<file path="src/rtl/hrbridge_flit_fifo_pkg.sv">
// Shared definitions for the hierarchical-ring bridge flit FIFOs.
//   CONTROL_W    : flit width (valid bit + destination + payload)
//   VALID_F      : bit index of the flit valid bit
//   DEST_HI/LO   : destination field range
//   HR_BUF_DEPTH : default FIFO depth used by the bridge instantiations
package hrbridge_flit_fifo_pkg;

  localparam int unsigned CONTROL_W    = 16;
  localparam int unsigned CONTROL_N    = CONTROL_W - 1;
  localparam int unsigned VALID_F      = CONTROL_W - 1;
  localparam int unsigned DEST_HI      = CONTROL_W - 2;
  localparam int unsigned DEST_LO      = CONTROL_W - 4;
  localparam int unsigned HR_BUF_DEPTH = 4;

  typedef logic [CONTROL_W-1:0] flit_t;

  // Occupancy update from the two accepted strobes.
  typedef enum logic [1:0] {
    OCC_HOLD = 2'b00,
    OCC_DEC  = 2'b01,
    OCC_INC  = 2'b10,
    OCC_SWAP = 2'b11
  } occ_op_e;

endpackage

</file>
<file path="src/rtl/hrbridge_fifo_ptr.sv">
// Wrapping FIFO pointer with an increment enable.
//   clk   : clock
//   rst_n : asynchronous active-low reset, pointer returns to 0
//   inc_i : advance pointer by one at the next rising edge
//   ptr_o : current pointer (wraps naturally at 2**W)
module hrbridge_fifo_ptr #(
  parameter int unsigned W = 2
) (
  input  logic         clk,
  input  logic         rst_n,
  input  logic         inc_i,
  output logic [W-1:0] ptr_o
);

  logic [W-1:0] ptr_q, ptr_d;

  always_comb begin
    ptr_d = ptr_q;
    if (inc_i) ptr_d = ptr_q + W'(1);
  end

  always_ff @(posedge clk or negedge rst_n) begin
    if (!rst_n) ptr_q <= '0;
    else        ptr_q <= ptr_d;
  end

  assign ptr_o = ptr_q;

endmodule

</file>
<file path="src/rtl/hrbridge_flit_fifo.sv">
// Per-port flit buffer on the far side of the hierarchical-ring bridge FIFO
// interface. First-word fall-through; all outputs decode from registers only.
//   clk     : bridge clock
//   rst_n   : asynchronous active-low reset
//   FIFO_i  : flit from bridge          enQ_i : enqueue strobe
//   deQ_i   : dequeue strobe            FIFO_o: head flit (0 when empty)
//   bfull_o : buffer full               empty_o: buffer empty
//   count_o : occupancy
// Optional (macro HRBRIDGE_FIFO_STATS_EN):
//   hwm_o   : sticky max occupancy      ovf_o : sticky enqueue-while-full
//   udf_o   : sticky dequeue-while-empty
module hrbridge_flit_fifo
  import hrbridge_flit_fifo_pkg::*;
#(
  parameter int unsigned DEPTH = HR_BUF_DEPTH,
  parameter int unsigned PTR_W = $clog2(DEPTH)
) (
  input  logic                 clk,
  input  logic                 rst_n,
  input  logic [CONTROL_W-1:0] FIFO_i,
  input  logic                 enQ_i,
  input  logic                 deQ_i,
  output logic [CONTROL_W-1:0] FIFO_o,
  output logic                 bfull_o,
  output logic                 empty_o,
  output logic [PTR_W:0]       count_o
`ifdef HRBRIDGE_FIFO_STATS_EN
  ,
  output logic [PTR_W:0]       hwm_o,
  output logic                 ovf_o,
  output logic                 udf_o
`endif
);

  localparam logic [PTR_W:0] FULL_CNT = (PTR_W+1)'(DEPTH);

  logic [CONTROL_W-1:0] mem_q [DEPTH];
  logic [PTR_W-1:0]     rd_ptr, wr_ptr;
  logic [PTR_W:0]       count_q, count_d;
  logic                 full, empty, do_enq, do_deq;
  occ_op_e              occ_op;

  assign full  = (count_q == FULL_CNT);
  assign empty = (count_q == '0);

  // Enqueue at full is accepted only when the head leaves in the same cycle.
  assign do_deq = deQ_i & ~empty;
  assign do_enq = enQ_i & (~full | do_deq);
  assign occ_op = occ_op_e'({do_enq, do_deq});

  always_comb begin
    count_d = count_q;
    unique case (occ_op)
      OCC_INC:  count_d = count_q + (PTR_W+1)'(1);
      OCC_DEC:  count_d = count_q - (PTR_W+1)'(1);
      default:  count_d = count_q;
    endcase
  end

  always_ff @(posedge clk or negedge rst_n) begin
    if (!rst_n) count_q <= '0;
    else        count_q <= count_d;
  end

  hrbridge_fifo_ptr #(.W(PTR_W)) u_rd_ptr (
    .clk   (clk),
    .rst_n (rst_n),
    .inc_i (do_deq),
    .ptr_o (rd_ptr)
  );

  hrbridge_fifo_ptr #(.W(PTR_W)) u_wr_ptr (
    .clk   (clk),
    .rst_n (rst_n),
    .inc_i (do_enq),
    .ptr_o (wr_ptr)
  );

  // Storage is not reset; the head is masked while empty.
  always_ff @(posedge clk) begin
    if (do_enq) mem_q[wr_ptr] <= FIFO_i;
  end

  assign FIFO_o  = empty ? '0 : mem_q[rd_ptr];
  assign bfull_o = full;
  assign empty_o = empty;
  assign count_o = count_q;

`ifdef HRBRIDGE_FIFO_STATS_EN
  logic [PTR_W:0] hwm_q;
  logic           ovf_q, udf_q;

  always_ff @(posedge clk or negedge rst_n) begin
    if (!rst_n) begin
      hwm_q <= '0;
      ovf_q <= 1'b0;
      udf_q <= 1'b0;
    end else begin
      if (count_d > hwm_q)          hwm_q <= count_d;
      if (full & enQ_i & ~deQ_i)    ovf_q <= 1'b1;
      if (empty & deQ_i)            udf_q <= 1'b1;
    end
  end

  assign hwm_o = hwm_q;
  assign ovf_o = ovf_q;
  assign udf_o = udf_q;
`endif

endmodule

</file>
<file path="config.mk">
export PLATFORM = sky130hd
export DESIGN_NAME = hrbridge_flit_fifo
export DESIGN_NICKNAME = d
export VERILOG_FILES = /design/src/rtl/hrbridge_flit_fifo_pkg.sv /design/src/rtl/hrbridge_fifo_ptr.sv /design/src/rtl/hrbridge_flit_fifo.sv
export SDC_FILE = /design/constraint.sdc
export NUM_CORES = 1
export LEC_CHECK = 0
export ABC_CLOCK_PERIOD_IN_PS = 4400
export CORE_ASPECT_RATIO = 0.6
export CORE_MARGIN = 10
export CORE_UTILIZATION = 25
export DETAILED_ROUTE_END_ITERATION = 10
export PLACE_DENSITY = 0.41
export SLEW_MARGIN = 0
export SYNTH_ARGS = -nofsm -noshare
export SYNTH_HDL_FRONTEND = slang
export SYNTH_SLANG_ARGS = --single-unit
</file>
<file path="constraint.sdc">
create_clock -name clk -period 4.4 [get_ports clk]
set_clock_uncertainty 0.05 [all_clocks]
set_input_delay 0.88 -clock clk [delete_from_list [all_inputs] [get_ports clk]]
set_output_delay 0.88 -clock clk [all_outputs]
set_load 0.02 [all_outputs]
</file>
==> results of run 1 <==
path summary, 6_finish.rpt:
path                                               start                       endpoint  slack (ns)  cells after the start
max                        u_rd_ptr.ptr_o[0]$_DFFE_PN0P_                     FIFO_o[15]        0.88                      4
min                               count_o[2]$_DFFE_PN0P_         count_o[2]$_DFFE_PN0P_        0.50                      1
max reg2reg                       count_o[0]$_DFFE_PN0P_         count_o[2]$_DFFE_PN0P_        2.08                      9
min reg2reg                       count_o[2]$_DFFE_PN0P_         count_o[2]$_DFFE_PN0P_        0.50                      1
max in group asynchronous                          rst_n  u_rd_ptr.ptr_o[0]$_DFFE_PN0P_        3.24                      1
min in group asynchronous                          rst_n         count_o[2]$_DFFE_PN0P_        0.79                      1
where the power goes:
group | total [mW] | internal (mW) | switching, mW | leakage, nW
Clock | 0.673 | 0.428 | 0.245 | 0.140
Combinational | 1.02 | 0.516 | 0.503 | 0.459
Sequential | 1.01 | 0.903 | 0.112 | 0.669
area by class of cell:
class	count	area share, %
inverter	7	0.711
tap	144	4.88
clock inverter	6	1.42
multi-input combinational	57	18.9
timing repair buffer	42	11.2
clock buffer	9	6.10
sequential	71	56.8
cells by family after synthesis:
group,count (synthesis)
DFF,71
and+or+nand+nor,26
muxes,18
buffers and inverters,12
xor gates and xnor gates,6
adders and majority gates,6
AOI/OAI and AO/OA,1
worst register-to-register path, cell delays in order (launching register included):
cell	delay, ns
dfrtp_1	0.43
or3b_1	0.43
o21a_4	0.24
inv_1	0.06
ha_1	0.17
inv_1	0.06
fa_1	0.37
xor2_1	0.15
nor2_1	0.11
xor2_1	0.17
layout by cell type (no fill, tap or decap), types with 2 or more instances in the layout:
cell	synthesis	layout
dfrtp_1	7	7
and2_1	4	4
nor2b_1	17	17
nor2_1	2	2
xor2_1	4	4
clkinv_1	0	2
clkinv_2	0	3
edfxtp_1	64	64
clkdlybuf4s50_1	0	40
mux4_2	16	16
inv_1	7	7
ha_1	5	5
clkbuf_16	0	9
buf_4	1	2
xnor2_1	2	2
metal layers:
layer | track usage [%] | vias up | part of all wire (%)
li1 | - | 632 | -
met1 | 9.00 | 732 | 45
met2 | 12.6 | 32 | 48
met3 | 4.38 | 7 | 6.5
met4 | 2.91 | 0 | 0.99
met5 | 0 | - | 0
state kept, by name (all words and copies together), names as in the netlist:
signal          flops
mem_q              64
count_o             3
u_rd_ptr.ptr_o      2
u_wr_ptr.ptr_o      2
stage by stage:
step	cell area, sq um	hold slack [ns]	total power, mW	util (%)
global placement	3420	0.461	2.05	30.4
global route	3690	0.514	2.85	32.9
floorplan	2850	0.485	1.62	-
finish	3690	0.502	2.71	32.9
detailed placement	3420	0.498	2.07	30.4
CTS	3690	0.505	2.75	32.9
==> flow_summary.json, run 1 <==
{
  "outcome": "complete, no violations",
  "synth_top_family_by_area": "multiplexers",
  "slowest_stage": "dfrtp_1",
  "grt_start_max_net_pins": 20,
  "post_cts_buffers": 0,
  "period_minus_slack_ns": 3.52,
  "grt_pass1_wl_microns": 9210,
  "drt_drc_violations_left": 0,
  "yosys.area_share.adder_pct": 2.89,
  "crit_family": "buffers and inverters",
  "synth.area.top_cells": "edfxtp_1 67%, mux4_2 13%, dfrtp_1 6.1%",
  "portBuffers": 40,
  "crit_path_max_fanout": 10,
  "ys.flop_type": "edfxtp_1",
  "hp-class": "reg2reg",
  "dp_hpwl_microns": 3970,
  "fin_crit_sh_pct": 80.0,
  "cts_tree": "yes",
  "relSlewSlack_pct": 34.9,
  "cts.sinks": 71,
  "critPathCaptureType": "primary output",
  "area_growth_pct": 29.4,
  "rsz0062_at_grt": "no",
  "synth.cell_area_sq_um": 2850,
  "final_nets": 214,
  "via_count": 1403,
  "final_antenna_net_count": 0,
  "setup_violations": 0,
  "critPathLaunchType": "flip-flop",
  "ios": 41,
  "synthCells": 140,
  "core_area_sq_um": 11200,
  "worst_slack_ns": 0.880,
  "multiInputGateArea_sq_um": 697,
  "grt_overflow": 0,
  "yosys_warnings": 0,
  "tns_ns": 0,
  "tightest_slew_ns": 0.977,
  "leakage_nw": 1.27,
  "clk_path_buf_depth": 2,
  "totalWireLength_microns": 6060,
  "dieHeight_microns": 103,
  "hold_violations": 0,
  "synth_compound_area_share_pct": 0.526,
  "antennaDiodeCount": 0,
  "worstPathRequired_ns": 3.47,
  "start_util_pct": 25.4,
  "syn_nets": 166,
  "yosysTopAreaCell": "edfxtp_1",
  "grt_use_total_pct": 7.99,
  "slowest_delay_ns": 0.67,
  "place_congestion": 0.673,
  "worst_ep_arrival_time_ns": 2.59,
  "cts_hold_buf": 0,
  "root_buffer": "clkbuf_16",
  "p_per_area_nw_per_um2": 733,
  "cts_made_buffers": 9,
  "worstPathCellList": "buf_4, mux4_2, nor2b_1, clkdlybuf4s50_1",
  "drt_iter0_drc": 22,
  "ys_types": 20,
  "antenna_found_initial": 0,
  "dieArea_sq_um": 16200,
  "dr.pass1.iters": 4,
  "place_ws_ns": 1.14,
  "n_fill_cell": 1051,
  "dp.cells": 321,
  "avgSynthCellArea_sq_um": 20.4,
  "fp-row-count": 30,
  "finalNonFillerCells": 336,
  "synthSimpleGateAreaFrac_pct": 5.66,
  "clkTransAtPathRegs_ns": 0.05,
  "synth_common_cells": "64 x edfxtp_1, 17 x nor2b_1, 16 x mux4_2, 7 x dfrtp_1, 7 x inv_1",
  "ctsResizeCount": 0,
  "synth_seq_cells": 71,
  "muxShareOfSynthArea_pct": 13.5,
  "async_flop_share_pct": 9.86,
  "drv_cap": 0,
  "vias_per_cell": 4.18,
  "grt_pass1_vias": 1600,
  "max_freq_mhz": 284,
  "vdd_drop_max_mv": 0.196,
  "synth-xor-area-share_pct": 1.84,
  "synth_top_area_share_pct": 67.3,
  "clk_latency_ns": 0.32,
  "seqCellArea_sq_um": 2100,
  "drive_gt1_share_pct": 17.7,
  "report.final.slew_viol_count": 0,
  "critPathKind": "reg2out",
  "h-tree-depth": 3,
  "synth-edff-count": 64,
  "cp_num_buf_inv": 2,
  "synth-seq-area-share_pct": 73.5,
  "wl_per_cell_microns": 18.0,
  "yosysMostFrequentCell": "edfxtp_1",
  "die_w_microns": 158
}
(Power assumes the default switching activity.)
==> run 2: changes to the inputs <==
--- a/config.mk
+++ b/config.mk
@@ -5,12 +5,12 @@
 export SDC_FILE = /design/constraint.sdc
 export NUM_CORES = 1
 export LEC_CHECK = 0
-export ABC_CLOCK_PERIOD_IN_PS = 4400
+export ABC_CLOCK_PERIOD_IN_PS = 2900
 export CORE_ASPECT_RATIO = 0.6
 export CORE_MARGIN = 10
 export CORE_UTILIZATION = 25
 export DETAILED_ROUTE_END_ITERATION = 10
-export PLACE_DENSITY = 0.41
+export PLACE_DENSITY = 0.42
 export SLEW_MARGIN = 0
 export SYNTH_ARGS = -nofsm -noshare
 export SYNTH_HDL_FRONTEND = slang
==> constraint.sdc (replaced) <==
create_clock -name clk -period 2.9 [get_ports clk]
set_clock_uncertainty 0.05 [all_clocks]
set_input_delay 0.58 -clock clk [delete_from_list [all_inputs] [get_ports clk]]
set_output_delay 0.58 -clock clk [all_outputs]
set_load 0.02 [all_outputs]
==> flow_summary.json, run 2 (synthesis results as in run 1) <==
{
  "r2r-start": "count_o[0]$_DFFE_PN0P_",
  "crit_family": "buffers and inverters",
  "n_fill_cell": 1069,
  "clk_latency_ns": 0.32,
  "worstPathRequired_ns": 2.27,
  "worst-path-stages": 4,
  "hold_violations": 0,
  "outcome": "complete, no violations",
  "crit_path_max_fanout": 12,
  "dp_hpwl_microns": 4060,
  "tns_ns": 0,
  "rsz0062_at_grt": "no",
  "top_register": "mem_q",
  "relSlewSlack_pct": 67.6,
  "critPathCaptureType": "primary output",
  "h-tree-depth": 3,
  "root_buffer": "clkbuf_16",
  "post_cts_buffers": 0,
  "final_nets": 220,
  "ios": 41,
  "grt_overflow": 0,
  "cts.sinks": 71,
  "tightest_slew_ns": 0.486,
  "grt_pass1_vias": 1605,
  "drt_iter0_drc": 49,
  "report.final.slew_viol_count": 0,
  "cp-startpoint": "u_rd_ptr.ptr_o[0]$_DFFE_PN0P_",
  "dieHeight_microns": 103,
  "cts_tree": "yes",
  "totalWireLength_microns": 5940,
  "slowest_delay_ns": 0.56,
  "clk_path_buf_depth": 2,
  "setup_violations": 0,
  "cts_hold_buf": 0,
  "final_cell_mix": "64 x edfxtp_1, 40 x clkdlybuf4s50_1, 17 x nor2b_1",
  "period_minus_slack_ns": 2.74,
  "wl_per_cell_microns": 17.3,
  "area_growth_pct": 34.5,
  "final_common_cell": "edfxtp_1",
  "drv_cap": 0,
  "worst_ep_arrival_time_ns": 2.11,
  "leakage_nw": 1.33,
  "place_congestion": 0.729,
  "portBuffers": 40,
  "grt_start_max_net_pins": 20,
  "final_antenna_net_count": 0,
  "critPathKind": "reg2out",
  "fp-row-count": 30,
  "core_area_sq_um": 11200,
  "antennaDiodeCount": 0,
  "grt_use_total_pct": 7.79,
  "vias_per_cell": 4.10,
  "clkTransAtPathRegs_ns": 0.05,
  "antenna_found_initial": 0,
  "p_per_area_nw_per_um2": 1120,
  "hp-class": "in2async",
  "slowest_stage": "clkdlybuf4s50_1",
  "via_count": 1405,
  "drt_drc_violations_left": 0,
  "start_util_pct": 25.4,
  "largest_register_ff_count": 64,
  "vdd_drop_max_mv": 0.323,
  "cts_made_buffers": 9,
  "ctsResizeCount": 0,
  "p_total_mw": 4.31,
  "cp_num_buf_inv": 2,
  "max_freq_mhz": 365,
  "worstPathCellList": "buf_6, mux4_2, nor2b_1, clkdlybuf4s50_1",
  "r2r_cells": 9,
  "drive_gt1_share_pct": 20.6,
  "dieArea_sq_um": 16200,
  "dr.pass1.iters": 4,
  "grt_pass1_wl_microns": 9180,
  "die_w_microns": 158,
  "critPathLaunchType": "flip-flop",
  "fin_crit_sh_pct": 94.5
}
## run 2: path summary, 6_finish.rpt
| check | slack [ns] | end |
|---|---|---|
| max reg2reg | 0.55 | count_o[2]$_DFFE_PN0P_ |
| min reg2reg | 0.50 | count_o[2]$_DFFE_PN0P_ |
| min | 0.47 | u_wr_ptr.ptr_o[1]$_DFFE_PN0P_ |
| max | 0.16 | FIFO_o[8] |
| max in group asynchronous | 2.09 | count_o[0]$_DFFE_PN0P_ |
| min in group clk | 0.50 | count_o[2]$_DFFE_PN0P_ |
## run 2: metal layers
layer  vias up  track usage [%]  wire length (microns)
met5         -                0                      0
met1       721             8.85                   2550
met2        34             12.6                   2970
met4         0             3.40                     94
li1        644                -                      -
met3         6             3.46                    325
## run 2: stage by stage
stage | util [%] | std cells | hold WS [ns] | cell area (sq um) | setup slack [ns]
6_report | 34.2 | 343 | 0.471 | 3840 | 0.161
3_5_place_dp | 31.4 | 327 | 0.492 | 3520 | 0.380
3_3_place_gp | 31.4 | 327 | 0.472 | 3520 | 0.405
4_1_cts | 34.2 | 343 | 0.478 | 3830 | 0.0599
2_1_floorplan | - | 140 | 0.234 | 2850 | 0.628
5_1_grt | 34.2 | 343 | 0.492 | 3840 | 0.0479
## run 2: area by class of cell
| type | count | area (sq um) | area share, % |
|---|---|---|---|
| Sequential cell | 71 | 2100 | 54.6 |
| Clock inverter | 7 | 86.3 | 2.25 |
| Multi-Input combinational cell | 57 | 697 | 18.2 |
| Tap cell | 144 | 180 | 4.69 |
| Inverter | 7 | 26.3 | 0.684 |
| Clock buffer | 9 | 225 | 5.87 |
| Timing Repair Buffer | 48 | 527 | 13.7 |
## run 2: where the power goes
group          total, mW  switching, mW  leakage, nW  internal (mW)
Combinational       1.72          0.840        0.508          0.878
Sequential          1.47          0.103        0.669           1.37
Clock               1.12          0.375        0.155          0.745
## run 2: worst reg2reg max path, delay by kind of cell (launching register included)
family                     cells  cell delay (ns)
adders and majority gates      2             0.56
buffers and inverters          2             0.12
AOI/OAI and AO/OA              1             0.24
and+or+nand+nor                2             0.54
xor gates and xnor gates       2             0.33
DFF                            1             0.44
==> run 3: changes to the inputs <==
--- a/config.mk
+++ b/config.mk
@@ -8,9 +8,10 @@
 export ABC_CLOCK_PERIOD_IN_PS = 2900
 export CORE_ASPECT_RATIO = 0.6
 export CORE_MARGIN = 10
-export CORE_UTILIZATION = 25
+export CORE_UTILIZATION = 48
 export DETAILED_ROUTE_END_ITERATION = 10
-export PLACE_DENSITY = 0.42
+export HOLD_SLACK_MARGIN = 0.15
+export PLACE_DENSITY = 0.73
 export SLEW_MARGIN = 0
 export SYNTH_ARGS = -nofsm -noshare
 export SYNTH_HDL_FRONTEND = slang
==> flow_summary.json, run 3 (synthesis results as in run 1) <==
{
  "outcome": "complete, no violations",
  "cts_tree": "yes",
  "grt_use_total_pct": 12.2,
  "h-tree-depth": 3,
  "place_congestion": 0.758,
  "grt_overflow": 0,
  "tns_ns": 0,
  "tightest_slew_ns": 0.365,
  "rsz0062_at_grt": "no",
  "start_util_pct": 50.3,
  "p_per_area_nw_per_um2": 1110,
  "die_w_microns": 120,
  "top_register": "mem_q",
  "final_nets": 223,
  "totalWireLength_microns": 5460,
  "setup_violations": 0,
  "cts.sinks": 71,
  "place_area_sq_um": 3390,
  "cts_made_buffers": 9,
  "vias_per_cell": 5.06,
  "wl_per_cell_microns": 19.4,
  "dp.cells": 263,
  "crit_family": "buffers and inverters",
  "area_growth_pct": 28.1,
  "leakage_nw": 1.32,
  "dieHeight_microns": 79.7,
  "drt_iter0_drc": 58,
  "vdd_drop_max_mv": 0.542,
  "hold_violations": 0,
  "fp-row-count": 21,
  "r2r-start": "count_o[0]$_DFFE_PN0P_",
  "antenna_found_initial": 0,
  "grt_start_max_net_pins": 20,
  "largest_register_ff_count": 64,
  "period_minus_slack_ns": 2.78,
  "ios": 41,
  "final_common_cell": "edfxtp_1",
  "critPathCaptureType": "primary output",
  "drv_cap": 0,
  "dieArea_sq_um": 9530,
  "worstPathRequired_ns": 2.27,
  "dr.pass1.iters": 4,
  "drt_drc_violations_left": 0,
  "r2r_cells": 9,
  "via_count": 1428,
  "slowest_delay_ns": 0.54,
  "worst_ep_arrival_time_ns": 2.15,
  "design_area_sq_um": 3660,
  "drive_gt1_share_pct": 22.3,
  "crit_path_max_fanout": 5,
  "clkTransAtPathRegs_ns": 0.07,
  "finalNonFillerCells": 282,
  "dp_hpwl_microns": 3500,
  "max_freq_mhz": 360,
  "reg2reg_to": "count_o[2]$_DFFE_PN0P_",
  "antennaDiodeCount": 0,
  "core_area_sq_um": 5680,
  "grt_pass1_wl_microns": 8700,
  "worstPathCellList": "buf_4, mux4_2, nor2b_1, clkdlybuf4s50_1",
  "clk_latency_ns": 0.34,
  "report.final.slew_viol_count": 0,
  "root_buffer": "clkbuf_8",
  "clk_path_buf_depth": 2,
  "critPathLaunchType": "flip-flop",
  "final_antenna_net_count": 0,
  "critPathKind": "reg2out",
  "relSlewSlack_pct": 75.6,
  "portBuffers": 40,
  "cts_hold_buf": 0,
  "rrSetupSlack_ns": 0.55,
  "cp_num_buf_inv": 2,
  "final_cell_mix": "64 x edfxtp_1, 38 x clkdlybuf4s50_1, 17 x nor2b_1",
  "slowest_stage": "clkdlybuf4s50_1",
  "hp-class": "in2async",
  "fin_crit_sh_pct": 95.7,
  "grt_pass1_vias": 1642
}
==> run 3: cell count changes in the layout (fill, tap and decap cells not counted), sizes merged <==
| cell | delta |
|---|---|
| clkdlybuf4s50 | -2 |
| bufinv | +1 |
| dlymetal6s2s | +2 |
| inv | -1 |
| buf | +3 |
==> run 3: where the power goes <==
group	switching, mW	internal [mW]	total [mW]	leakage [nW]
combinational	0.824	0.858	1.68	0.530
sequential	0.0955	1.37	1.46	0.668
clock	0.352	0.565	0.917	0.118
==> run 3: worst max-delay path by stage <==
stage                                  startpoint                      to  slack [ns]  depth (start not counted)
global placement    u_rd_ptr.ptr_o[0]$_DFFE_PN0P_               FIFO_o[3]        0.36                          4
floorplan                  count_o[0]$_DFFE_PN0P_  count_o[2]$_DFFE_PN0P_        0.63                          9
CTS                 u_rd_ptr.ptr_o[0]$_DFFE_PN0P_              FIFO_o[10]        0.02                          4
global route        u_rd_ptr.ptr_o[0]$_DFFE_PN0P_               FIFO_o[4]        0.03                          4
finish              u_rd_ptr.ptr_o[0]$_DFFE_PN0P_              FIFO_o[15]        0.12                          4
detailed placement  u_rd_ptr.ptr_o[0]$_DFFE_PN0P_               FIFO_o[5]        0.33                          4
==> run 3: what timing repair did <==
item,in CTS,in global routing
setup endpoints to repair,13,8
gates resized for setup,1,2
setup buffers,0,3
hold endpoints to repair,0,0
==> run 3: metrics by stage <==
stage	hold WS [ns]	worst slack (ns)	total power, mW	utilization, %
4_1_cts	0.446	0.0199	4.10	64.0
3_3_place_gp	0.458	0.355	3.11	59.8
2_1_floorplan	0.234	0.628	2.45	-
3_5_place_dp	0.473	0.328	3.16	59.8
5_1_grt	0.454	0.0259	4.28	64.4
6_report	0.460	0.124	4.06	64.4
==> run 3: routing by layer <==
metal | up-vias | share of wire, % | track usage [%]
met1 | 730 | 43 | 13.7
met4 | 0 | 1.2 | 5.28
met2 | 42 | 48 | 19.4
li1 | 647 | - | -
met3 | 9 | 8.1 | 6.14
met5 | - | 0 | 0
==> run 3: final cells by class <==
type / instances / area (sq um)
clock buffer: 9 / 124
fill: 426 / 2020
inverter: 7 / 26.3
multi-input combinational: 57 / 697
timing repair buffer: 51 / 500
sequential: 71 / 2100
clock inverter: 7 / 111
tap: 80 / 100
==> run 3: worst register-to-register path, delay by kind of cell, from the launching register on <==
family / cells / cell delay (ns)
buffers and inverters: 2 / 0.13
AO/OA/AOI/OAI: 1 / 0.24
AND/OR/NAND/NOR: 2 / 0.54
adder cells (fa/ha/maj): 2 / 0.57
flip-flops: 1 / 0.44
XOR/XNOR: 2 / 0.30
